File: src/rtl/fpu_ss_pkg.sv
// Shared types and default sizes for the FPU subsystem writeback path.
package fpu_ss_pkg;

  localparam int unsigned NumWords  = 32;
  localparam int unsigned AddrWidth = 5;
  localparam int unsigned DataWidth = 32;
  localparam int unsigned NumRead   = 3;

  typedef struct packed {
    logic [AddrWidth-1:0] addr;
    logic [DataWidth-1:0] data;
  } wb_req_t;

  // Round-robin pointer: which requester wins the next contested cycle.
  typedef enum logic {
    WB_FPU = 1'b0,
    WB_MEM = 1'b1
  } wb_src_e;

endpackage

File: src/rtl/fpu_ss_scoreboard.sv
// Per-register pending-write bits with RAW/WAW hazard detection for issue.
module fpu_ss_scoreboard
  import fpu_ss_pkg::*;
#(
  parameter int unsigned NumWords  = fpu_ss_pkg::NumWords,
  parameter int unsigned AddrWidth = fpu_ss_pkg::AddrWidth,
  parameter int unsigned NumRead   = fpu_ss_pkg::NumRead
) (
  input  logic                              i_clk,
  input  logic                              i_rst_n,
  input  logic                              i_set,
  input  logic [AddrWidth-1:0]              i_set_addr,
  input  logic                              i_clr,
  input  logic [AddrWidth-1:0]              i_clr_addr,
  input  logic [NumRead-1:0][AddrWidth-1:0] i_rs_addr,
  input  logic [NumRead-1:0]                i_rs_use,
  output logic                              o_hazard,
  output logic [NumWords-1:0]               o_busy
);

  logic [NumWords-1:0] r_busy;
  logic [NumWords-1:0] w_set_dec;
  logic [NumWords-1:0] w_clr_dec;
  logic                w_raw;
  logic                w_waw;

  assign w_set_dec = i_set ? (NumWords'(1) << i_set_addr) : '0;
  assign w_clr_dec = i_clr ? (NumWords'(1) << i_clr_addr) : '0;

  // Set is applied after clear so a newly issued producer survives a
  // writeback to the same register on the same edge.
  always_ff @(posedge i_clk or negedge i_rst_n) begin
    if (!i_rst_n) r_busy <= '0;
    else          r_busy <= (r_busy & ~w_clr_dec) | w_set_dec;
  end

  always_comb begin
    w_raw = 1'b0;
    for (int i = 0; i < int'(NumRead); i++) begin
      if (i_rs_use[i] && r_busy[i_rs_addr[i]]) w_raw = 1'b1;
    end
  end

  assign w_waw    = i_set & r_busy[i_set_addr];
  assign o_hazard = w_raw | w_waw;
  assign o_busy   = r_busy;

endmodule

File: src/rtl/fpu_ss_wb_ctrl.sv
// Single-port regfile writeback: round-robin FPU/load arbitration, one-cycle
// output register, and the pending-write scoreboard used by issue.
module fpu_ss_wb_ctrl
  import fpu_ss_pkg::*;
#(
  parameter int unsigned NumWords  = fpu_ss_pkg::NumWords,
  parameter int unsigned AddrWidth = fpu_ss_pkg::AddrWidth,
  parameter int unsigned DataWidth = fpu_ss_pkg::DataWidth,
  parameter int unsigned NumRead   = fpu_ss_pkg::NumRead
) (
  input  logic                              clk_i,
  input  logic                              rst_ni,
  input  logic                              fpu_valid_i,
  output logic                              fpu_ready_o,
  input  logic [AddrWidth-1:0]              fpu_waddr_i,
  input  logic [DataWidth-1:0]              fpu_wdata_i,
  input  logic                              mem_valid_i,
  output logic                              mem_ready_o,
  input  logic [AddrWidth-1:0]              mem_waddr_i,
  input  logic [DataWidth-1:0]              mem_wdata_i,
  output logic                              rf_we_o,
  output logic [AddrWidth-1:0]              rf_waddr_o,
  output logic [DataWidth-1:0]              rf_wdata_o,
  input  logic                              sb_set_i,
  input  logic [AddrWidth-1:0]              sb_set_addr_i,
  input  logic [NumRead-1:0][AddrWidth-1:0] rs_addr_i,
  input  logic [NumRead-1:0]                rs_use_i,
  output logic                              hazard_o,
  output logic [NumWords-1:0]               busy_o
);

  wb_src_e              r_ptr;
  logic                 r_we;
  logic [AddrWidth-1:0] r_waddr;
  logic [DataWidth-1:0] r_wdata;

  logic    w_fpu_gnt;
  logic    w_mem_gnt;
  logic    w_contend;
  wb_req_t w_win;

  // The output register always drains, so grants never look downstream.
  assign w_contend = fpu_valid_i & mem_valid_i;
  assign w_fpu_gnt = fpu_valid_i & (~mem_valid_i | (r_ptr == WB_FPU));
  assign w_mem_gnt = mem_valid_i & (~fpu_valid_i | (r_ptr == WB_MEM));

  assign fpu_ready_o = w_fpu_gnt;
  assign mem_ready_o = w_mem_gnt;

  always_comb begin
    w_win.addr = fpu_waddr_i;
    w_win.data = fpu_wdata_i;
    if (w_mem_gnt) begin
      w_win.addr = mem_waddr_i;
      w_win.data = mem_wdata_i;
    end
  end

  always_ff @(posedge clk_i or negedge rst_ni) begin
    if (!rst_ni) begin
      r_ptr <= WB_FPU;
    end else if (w_contend) begin
      r_ptr <= (r_ptr == WB_FPU) ? WB_MEM : WB_FPU;
    end
  end

  always_ff @(posedge clk_i or negedge rst_ni) begin
    if (!rst_ni) begin
      r_we    <= 1'b0;
      r_waddr <= '0;
      r_wdata <= '0;
    end else begin
      r_we <= w_fpu_gnt | w_mem_gnt;
      if (w_fpu_gnt | w_mem_gnt) begin
        r_waddr <= w_win.addr;
        r_wdata <= w_win.data;
      end
    end
  end

  assign rf_we_o    = r_we;
  assign rf_waddr_o = r_waddr;
  assign rf_wdata_o = r_wdata;

  // Clear follows the registered write so busy drops on the regfile store edge.
  fpu_ss_scoreboard #(
    .NumWords  (NumWords),
    .AddrWidth (AddrWidth),
    .NumRead   (NumRead)
  ) u_sb (
    .i_clk      (clk_i),
    .i_rst_n    (rst_ni),
    .i_set      (sb_set_i),
    .i_set_addr (sb_set_addr_i),
    .i_clr      (r_we),
    .i_clr_addr (r_waddr),
    .i_rs_addr  (rs_addr_i),
    .i_rs_use   (rs_use_i),
    .o_hazard   (hazard_o),
    .o_busy     (busy_o)
  );

endmodule

File: config.mk
export PLATFORM = sky130hd
export DESIGN_NAME = fpu_ss_wb_ctrl
export DESIGN_NICKNAME = d
export VERILOG_FILES = /design/src/rtl/fpu_ss_pkg.sv /design/src/rtl/fpu_ss_scoreboard.sv /design/src/rtl/fpu_ss_wb_ctrl.sv
export SDC_FILE = /design/constraint.sdc
export NUM_CORES = 1
export LEC_CHECK = 0
export ABC_AREA = 1
export BUFFER_PORTS_ARGS = -buffer_cell sky130_fd_sc_hd__buf_2
export CAP_MARGIN = 20
export CORE_MARGIN = 2
export CORE_UTILIZATION = 33
export CTS_CLUSTER_SIZE = 40
export DETAILED_ROUTE_END_ITERATION = 16
export PLACE_DENSITY_LB_ADDON = 0.05
export SETUP_SLACK_MARGIN = 0.3
export SLEW_MARGIN = 5
export SYNTH_ARGS = -nofsm -noshare
export SYNTH_HDL_FRONTEND = slang
export SYNTH_SLANG_ARGS = --single-unit
File: constraint.sdc
create_clock -name clk_i -period 1.84 [get_ports clk_i]
set_clock_uncertainty 0.1 [all_clocks]
set_input_delay 0.276 -clock clk_i [delete_from_list [all_inputs] [get_ports clk_i]]
set_output_delay 0.276 -clock clk_i [all_outputs]
set_load 0.05 [all_outputs]
==> results of run 1 <==
==> stage by stage <==
stage,total power [W],utilization (%)
after floorplan,0.00612,-
after global placement,0.00905,46.2
after detailed placement,0.00907,46.2
after CTS,0.0112,49.8
after global routing,0.0119,50.3
final,0.0113,50.3
==> kinds of logic after synthesis <==
family                    after synthesis  synth area share, %
buffers and inverters                 107                 9.78
DFF                                    71                 38.6
and+or+nand+nor                       387                 35.6
xor gates and xnor gates                1                0.190
AOI/OAI and AO/OA                     146                 15.9
==> placed cells by master (no fill, tap or decap), drive strengths merged, types with 5 or more instances in the layout <==
cell type / instances
inv: 66
clkbuf: 14
nand3: 97
nor2: 13
nand4: 8
o21ai: 141
nor3: 5
buf: 257
a21oi: 5
clkinv: 6
dfrtp: 71
nand2: 261
==> cell type report <==
class	count	area (um^2)
Inverter	69	259
Multi-Input combinational cell	534	2440
Sequential cell	71	1820
Timing Repair Buffer	261	1860
Fill cell	1445	6850
Clock buffer	12	267
Clock inverter	4	52.6
Tap cell	180	225
==> how the worst max path moves through the flow <==
stage	to
2_1_floorplan	hazard_o
3_3_place_gp	hazard_o
3_5_place_dp	hazard_o
4_1_cts	hazard_o
5_1_grt	hazard_o
6_report	hazard_o
==> metal layers <==
metal  track usage [%]  wire [um]  vias to the layer above
li1                  -          -                     2782
met1              33.4       7980                     2640
met5                 0          0                        -
met3              4.21       1250                       33
met2              39.4       8140                      259
met4              8.76        424                        0
==> sequential cells by signal, indices dropped and copies added (netlist names) <==
name and cells:
rf_we_o 1, rf_wdata_o 32, rf_waddr_o 5, r_ptr 1, u_sb.o_busy 32
==> critical path, cell delays in order, from the launching register on <==
cell     delay, ns
dfrtp_2       0.47
a21oi_1       0.13
o21ai_0       0.09
a21oi_1       0.15
nor2_1        0.05
nor2_1        0.08
nor2_1        0.06
nor2_2        0.15
buf_4         0.14
nand2_4       0.04
buf_8         0.14
==> timing repair <==
item,CTS,global route
setup endpoints to repair,11,35
hold buffers,1,0
hold endpoints to repair,71,0
setup buffers,5,1
resized for setup,29,34
cloned,1,0
pin swaps,3,6
==> power groups by stage <==
stage	clock network, W	logic [W]	registers, W
after floorplan	0	0.00145	0.00467
after global routing	0.00191	0.00680	0.00321
after CTS	0.00184	0.00622	0.00313
final	0.00180	0.00632	0.00316
after detailed placement	0	0.00592	0.00315
after global placement	0	0.00588	0.00317
==> results by group, run 1 <==
Setup path
  • Number of cells on the worst reg-to-reg path: 6
  • CP Data Arrival Time: approximately 1.8 ns
  • Nature of the critical path endpoint: output pin
  • First element of the critical path: u_sb.o_busy[5]
  • FF-to-FF Start: r_ptr
  • Setup CP Type: reg -> out
  • CP startpoint kind: flop
  • Worst setup slack for register-to-register paths: 0.38 ns
  • Crit Reg-Reg Endpoint: rf_wdata_o[14]
  • WP data required: 1.46 ns
  • Highest net fanout along the worst path: 4

Placement
  • Detailed placement HPWL: 13400 um
  • Count of buffers from port buffering: 174
  • GP Congestion: approximately 1.1
  • Place WS: -0.262 ns
  • Instance count after placement with tap cells included: 1107
  • Cell Area, Placed: approximately 6400 um^2

Route
  • Routed vias/inst: 5.05
  • DRT iter0 DRCs: 347
  • Drt total wl: ~18000 um
  • Avg WL per Cell: 15.7 um
  • Pre-antenna DRT Iters: 5
  • Via count: 5714
  • Remaining antenna violation count: 0
  • DRC violations left: 0

Floorplanning
  • Top Ports: 175
  • Floorplan Core Area: 13800 um^2
  • Die footprint: 14900 um^2
  • Die height: 122 um
  • Initial standard-cell utilization of the core: between 30% and 40%
  • Placement row count: 43
  • Die X: about 120 um

Synthesis
  • Proportion of synthesized chip area in sequential cells: 38.6%
  • Synthesized flop and latch total: 71
  • Ys flop type: dfrtp_1
  • Summed instance area of the synthesized netlist: 4610 um^2
  • Post-synthesis async set-or-reset flop share: 100%
  • Synth cell count leaders: nand2_1, o21ai_0, nand3_1
  • Number of instances in the synthesized netlist: ~710
  • Cell with the most instances after synthesis: nand2_1
  • Synthesized Nets: 814
  • EDFF count, synth: 0
  • Cells taking the most area after synthesis: dfrtp_1, nand2_1, o21ai_0
  • Synth warn: 0
  • Unique masters post-synth: 24
  • Cell taking the most area after synthesis: dfrtp_1
  • Avg Inst Size Synth: 6.47 um^2
  • Share of Yosys cell area claimed by the top area cell type: 38.6%

STA
  • Worst-margin pin slew: 0.612 ns
  • Post-layout min period: 2.20 ns
  • Share of the cycle needed by the critical path after routing: 119%
  • Worst rel slew slack: between 50% and 60%
  • Worst slack on hold paths: 0.0839 ns
  • Fmax achieved: 455 MHz
  • Total negative slack: -0.357 ns
  • Setup repair after global routing missed its margin: true
  • Setup slack of the critical path after layout: -0.357 ns
  • Final setup fails: 1
  • Slew Viols, Final: 0
  • Final hold violation count: 0

Hold path
  • Hold path startpoint: fpu_wdata_i[7]
  • Worst min path class: in -> reg
  • End of the worst hold path: rf_wdata_o[7]
  • Number of cells on the worst hold path: 3

Clock network
  • CTS sink count: between 70 and 80
  • Clock root buffer master: clkbuf_16
  • TritonCTS buffer count: 9
  • Clock-pin transition on the worst setup and hold timing paths: 0.06 ns
  • Clock Tree Buf Depth: 2
  • Latest clock arrival within the worst-skew pair: approximately 0.32 ns
  • CTS tree: built
  • CTS H-Tree Depth: 3

Pwr
  • Internal power consumption: 0.00578 W
  • Combinational share of power: 56.0%
  • Largest vdd supply drop: 0.650 mV
  • Power density normalized to cell area: 1630 nW/um^2
  • Clock Power Share: 15.9%
  • Leak pwr: 3.58 nW
  • Switching share of total power: between 40% and 50%
  • Flop pwr share: 28.0%
  • Net Sw Power: about 0.0055 W

Global routing
  • GRT Residual Overflow: 0
  • Initial antenna violation count: 0
  • Global-route wire length before repair: ~29000 um
  • Total global-route track usage: 24.6%
  • Number of global-route vias before repair: 5554
  • Pin count of the biggest net entering global routing: between 70 and 80

Final layout
  • Area of all placed cells without fillers: 6920 um^2
  • Signed area change from the synthesized netlist to the final layout: 50.3%
  • Nets: 1048
  • Diode count: 0
  • Fraction of final layout cells with drive strength greater than 1: 35.8%
  • Number of cells in the finished layout apart from fillers: 1131

Run status
  • Result of the run: complete, but fails checks
  • Violated checks: negative setup slack

Job
  • Max-Cap Viols: 0
No activity file was read; power rests on OpenSTA's default activity.
==> run 2: changes to the inputs <==
--- a/config.mk
+++ b/config.mk
@@ -5,7 +5,6 @@
 export SDC_FILE = /design/constraint.sdc
 export NUM_CORES = 1
 export LEC_CHECK = 0
-export ABC_AREA = 1
 export BUFFER_PORTS_ARGS = -buffer_cell sky130_fd_sc_hd__buf_2
 export CAP_MARGIN = 20
 export CORE_MARGIN = 2
==> run 2 against run 1 <==
The flow still finishes with violations (negative setup slack); global-route usage decreased by 1.4 points; clock-buffer cell count shrank 1; routed wire length fell by 6.0%; clock power about the same; via count fell by 16%; worst setup slack got worse by 0.38 ns; fmax decreased by 15%; first-iteration DRC count increased by 20%; flip-flop and latch count unchanged; critical path type unchanged; largest cell class unchanged; largest power group unchanged.
==> results by group, run 2 <==
STA
  • Worst-margin pin slew: 0.401 ns (was 0.612 ns)
  • Worst rel slew slack: 73.3% (was 59.2%)
  • Post-layout min period: 2.57 ns (was 2.20 ns)
  • Slew Viols, Final: 0 (unchanged)
  • Setup slack of the critical path after layout: -0.735 ns (was -0.357 ns)
  • Final setup fails: 1 (unchanged)
  • Setup repair after global routing missed its margin: true (unchanged)
  • Final hold violation count: 0 (unchanged)
  • Fmax achieved: 388 MHz (was 455 MHz)
  • Worst slack on hold paths: 0.104 ns (was 0.0839 ns)
  • Share of the cycle needed by the critical path after routing: 140% (was 119%)

Synthesis
  • Number of instances in the synthesized netlist: 485 (was 712)
  • Ys flop type: dfrtp_1 (unchanged)
  • Unique masters post-synth: 34 (was 24)
  • Share of Yosys cell area claimed by the top area cell type: 39.2% (was 38.6%)
  • Synthesized Nets: 587 (was 814)
  • EDFF count, synth: 0 (unchanged)
  • Cells taking the most area after synthesis: dfrtp_1, mux4_2, o21ai_0 (was dfrtp_1, nand2_1, o21ai_0)
  • Post-synthesis async set-or-reset flop share: 100% (unchanged)
  • Proportion of synthesized chip area in sequential cells: 39.2% (was 38.6%)
  • Cell taking the most area after synthesis: dfrtp_1 (unchanged)
  • Cell with the most instances after synthesis: dfrtp_1 (was nand2_1)
  • Summed instance area of the synthesized netlist: 4540 um^2 (was 4610 um^2)
  • Synthesized flop and latch total: 71 (unchanged)
  • Synth warn: 0 (unchanged)
  • Avg Inst Size Synth: 9.35 um^2 (was 6.47 um^2)
  • Synth cell count leaders: dfrtp_1, o21ai_0, inv_1 (was nand2_1, o21ai_0, nand3_1)

Global routing
  • Global-route wire length before repair: 26100 um (was 28600 um)
  • Pin count of the biggest net entering global routing: 72 (unchanged)
  • Number of global-route vias before repair: 4884 (was 5554)
  • Initial antenna violation count: 0 (unchanged)
  • Total global-route track usage: 23.2% (was 24.6%)
  • GRT Residual Overflow: 0 (unchanged)

Clock network
  • CTS sink count: 71 (unchanged)
  • Clock root buffer master: clkbuf_16 (unchanged)
  • CTS tree: built (unchanged)
  • TritonCTS buffer count: 9 (unchanged)
  • Clock Tree Buf Depth: 2 (unchanged)
  • Clock-pin transition on the worst setup and hold timing paths: 0.06 ns (about the same)
  • Latest clock arrival within the worst-skew pair: 0.34 ns (was 0.32 ns)
  • CTS H-Tree Depth: 3 (unchanged)

Pwr
  • Power density normalized to cell area: 1680 nW/um^2 (was 1630 nW/um^2)
  • Largest vdd supply drop: 0.609 mV (was 0.650 mV)
  • Leak pwr: 2.98 nW (was 3.58 nW)

Setup path
  • CP Data Arrival Time: 2.20 ns (was 1.82 ns)
  • Setup CP Type: reg -> out (unchanged)
  • Nature of the critical path endpoint: output pin (unchanged)
  • CP startpoint kind: flop (unchanged)
  • Highest net fanout along the worst path: 6 (was 4)
  • WP data required: 1.46 ns (about the same)

Placement
  • Detailed placement HPWL: 12300 um (was 13400 um)
  • Place WS: -0.544 ns (was -0.262 ns)
  • Count of buffers from port buffering: 174 (unchanged)
  • Cell Area, Placed: 6010 um^2 (was 6360 um^2)
  • GP Congestion: 0.838 (was 1.08)

Final layout
  • Leading cell types in the layout, fill and taps excluded: buf_2, buf_4, o21ai_0, nor2_1, inv_1 (was nand2_1, buf_2, o21ai_0, nand3_1, buf_4)
  • Layout fillers: 1319 (was 1445)
  • Signed area change from the synthesized netlist to the final layout: 45.9% (was 50.3%)
  • Diode count: 0 (unchanged)
  • Most common cell after layout, fill and taps aside: buf_2 (was nand2_1)
  • Finished Core Util: 49.6% (was 50.3%)
  • Fraction of final layout cells with drive strength greater than 1: 49.1% (was 35.8%)
  • Area of all placed cells without fillers: 6620 um^2 (was 6920 um^2)
  • Nets: 806 (was 1048)

Floorplanning
  • Die height: 121 um (was 122 um)
  • Floorplan Core Area: 13300 um^2 (was 13800 um^2)
  • Die X: 121 um (was 122 um)
  • Top Ports: 175 (unchanged)
  • Placement row count: 42 (was 43)
  • Die footprint: 14700 um^2 (was 14900 um^2)
  • Initial standard-cell utilization of the core: 34.0% (was 33.4%)

Route
  • Routed vias/inst: 5.44 (was 5.05)
  • Via count: 4812 (was 5714)
  • Remaining antenna violation count: 0 (unchanged)
  • DRT iter0 DRCs: 415 (was 347)
  • Drt total wl: 16700 um (was 17800 um)
  • Pre-antenna DRT Iters: 5 (unchanged)
  • DRC violations left: 0 (unchanged)
  • Avg WL per Cell: 18.9 um (was 15.7 um)

Run status
  • Violated checks: negative setup slack (unchanged)
  • Result of the run: complete, but fails checks (unchanged)

Job
  • Max-Cap Viols: 0 (unchanged)

Hold path
  • Worst min path class: in -> reg (unchanged)
==> run 2: changes by cell type after synthesis, moves of 32 or more <==
cell	delta
o22ai_1	+40
a31oi_1	+38
o21ai_0	-84
a21oi_1	+32
nor2_1	+33
nand2_1	-243
nand3_1	-86
==> run 2: logic make-up after synthesis <==
logic type / synth area share, %
AND/OR/NAND/NOR: 9.19
AO/OA/AOI/OAI: 24.1
XOR/XNOR: 0.193
buffers and inverters: 7.81
multiplexers: 19.5
flip-flops: 39.2
==> run 2: worst paths after layout <==
kind | start | endpoint | slack (ns) | depth (start not counted)
setup / recovery | u_sb.o_busy[13] | hazard_o | -0.73 | 6
hold / removal | mem_wdata_i[31] | rf_wdata_o[31] | 0.10 | 3
setup reg to reg | rf_waddr_o[1] | u_sb.o_busy[19] | 0.42 | 4
hold reg to reg | u_sb.o_busy[29] | u_sb.o_busy[29] | 0.50 | 2
max in group asynchronous | rst_ni | u_sb.o_busy[28] | 0.89 | 3
min in group asynchronous | rst_ni | rf_wdata_o[19] | 0.38 | 3
==> run 2: layer usage <==
metal | GRT usage, % | wire length, um | up-vias | share of wire (%)
met3 | 5.92 | 1170 | 36 | 7.0
met5 | 0 | 0 | - | 0
li1 | - | - | 2253 | -
met4 | 8.05 | 460 | 0 | 2.7
met1 | 30.2 | 7200 | 2310 | 43
met2 | 37.5 | 7900 | 213 | 47
==> run 2: stage by stage <==
| step | power, W | TNS [ns] | cells |
|---|---|---|---|
| after floorplan | 0.00650 | -0.471 | 485 |
| after global placement | 0.00864 | -0.493 | 857 |
| after detailed placement | 0.00870 | -0.544 | 857 |
| after CTS | 0.0109 | -0.754 | 879 |
| after global routing | 0.0117 | -0.787 | 885 |
| final | 0.0111 | -0.735 | 885 |
==> run 2: timing repair <==
action / 4_1_cts / 5_1_grt
resized for setup: 36 / 38
gates cloned: 1 / 0
hold buffers: 1 / 0
pin swaps: 2 / 0
setup endpoints to repair: 20 / 28
endpoints found under the hold margin: 71 / 0
setup buffers: 4 / 6
==> run 2: cell type report <==
type                       instances  area, um^2  area share, %
sequential                        71        1820           27.5
clock inverter                     5        57.6          0.870
timing repair buffer             252        1670           25.3
inverter                          44         170           2.57
tap                              176         220           3.33
clock buffer                      11         243           3.67
multi-input combinational        326        2440           36.8
==> run 2: critical path, cell delays in order, from the launching register on <==
cell and delay, ns:
dfrtp_2 0.46, mux4_2 0.48, mux4_2 0.45, nand2b_4 0.16
nand4_4 0.07, o211ai_4 0.07, buf_6 0.16
==> run 2: report_power, final <==
part	internal, W	switching [W]
Combinational	0.00258	0.00365
Sequential	0.00219	0.000924
Clock	0.00108	0.000694
Total	0.00585	0.00526
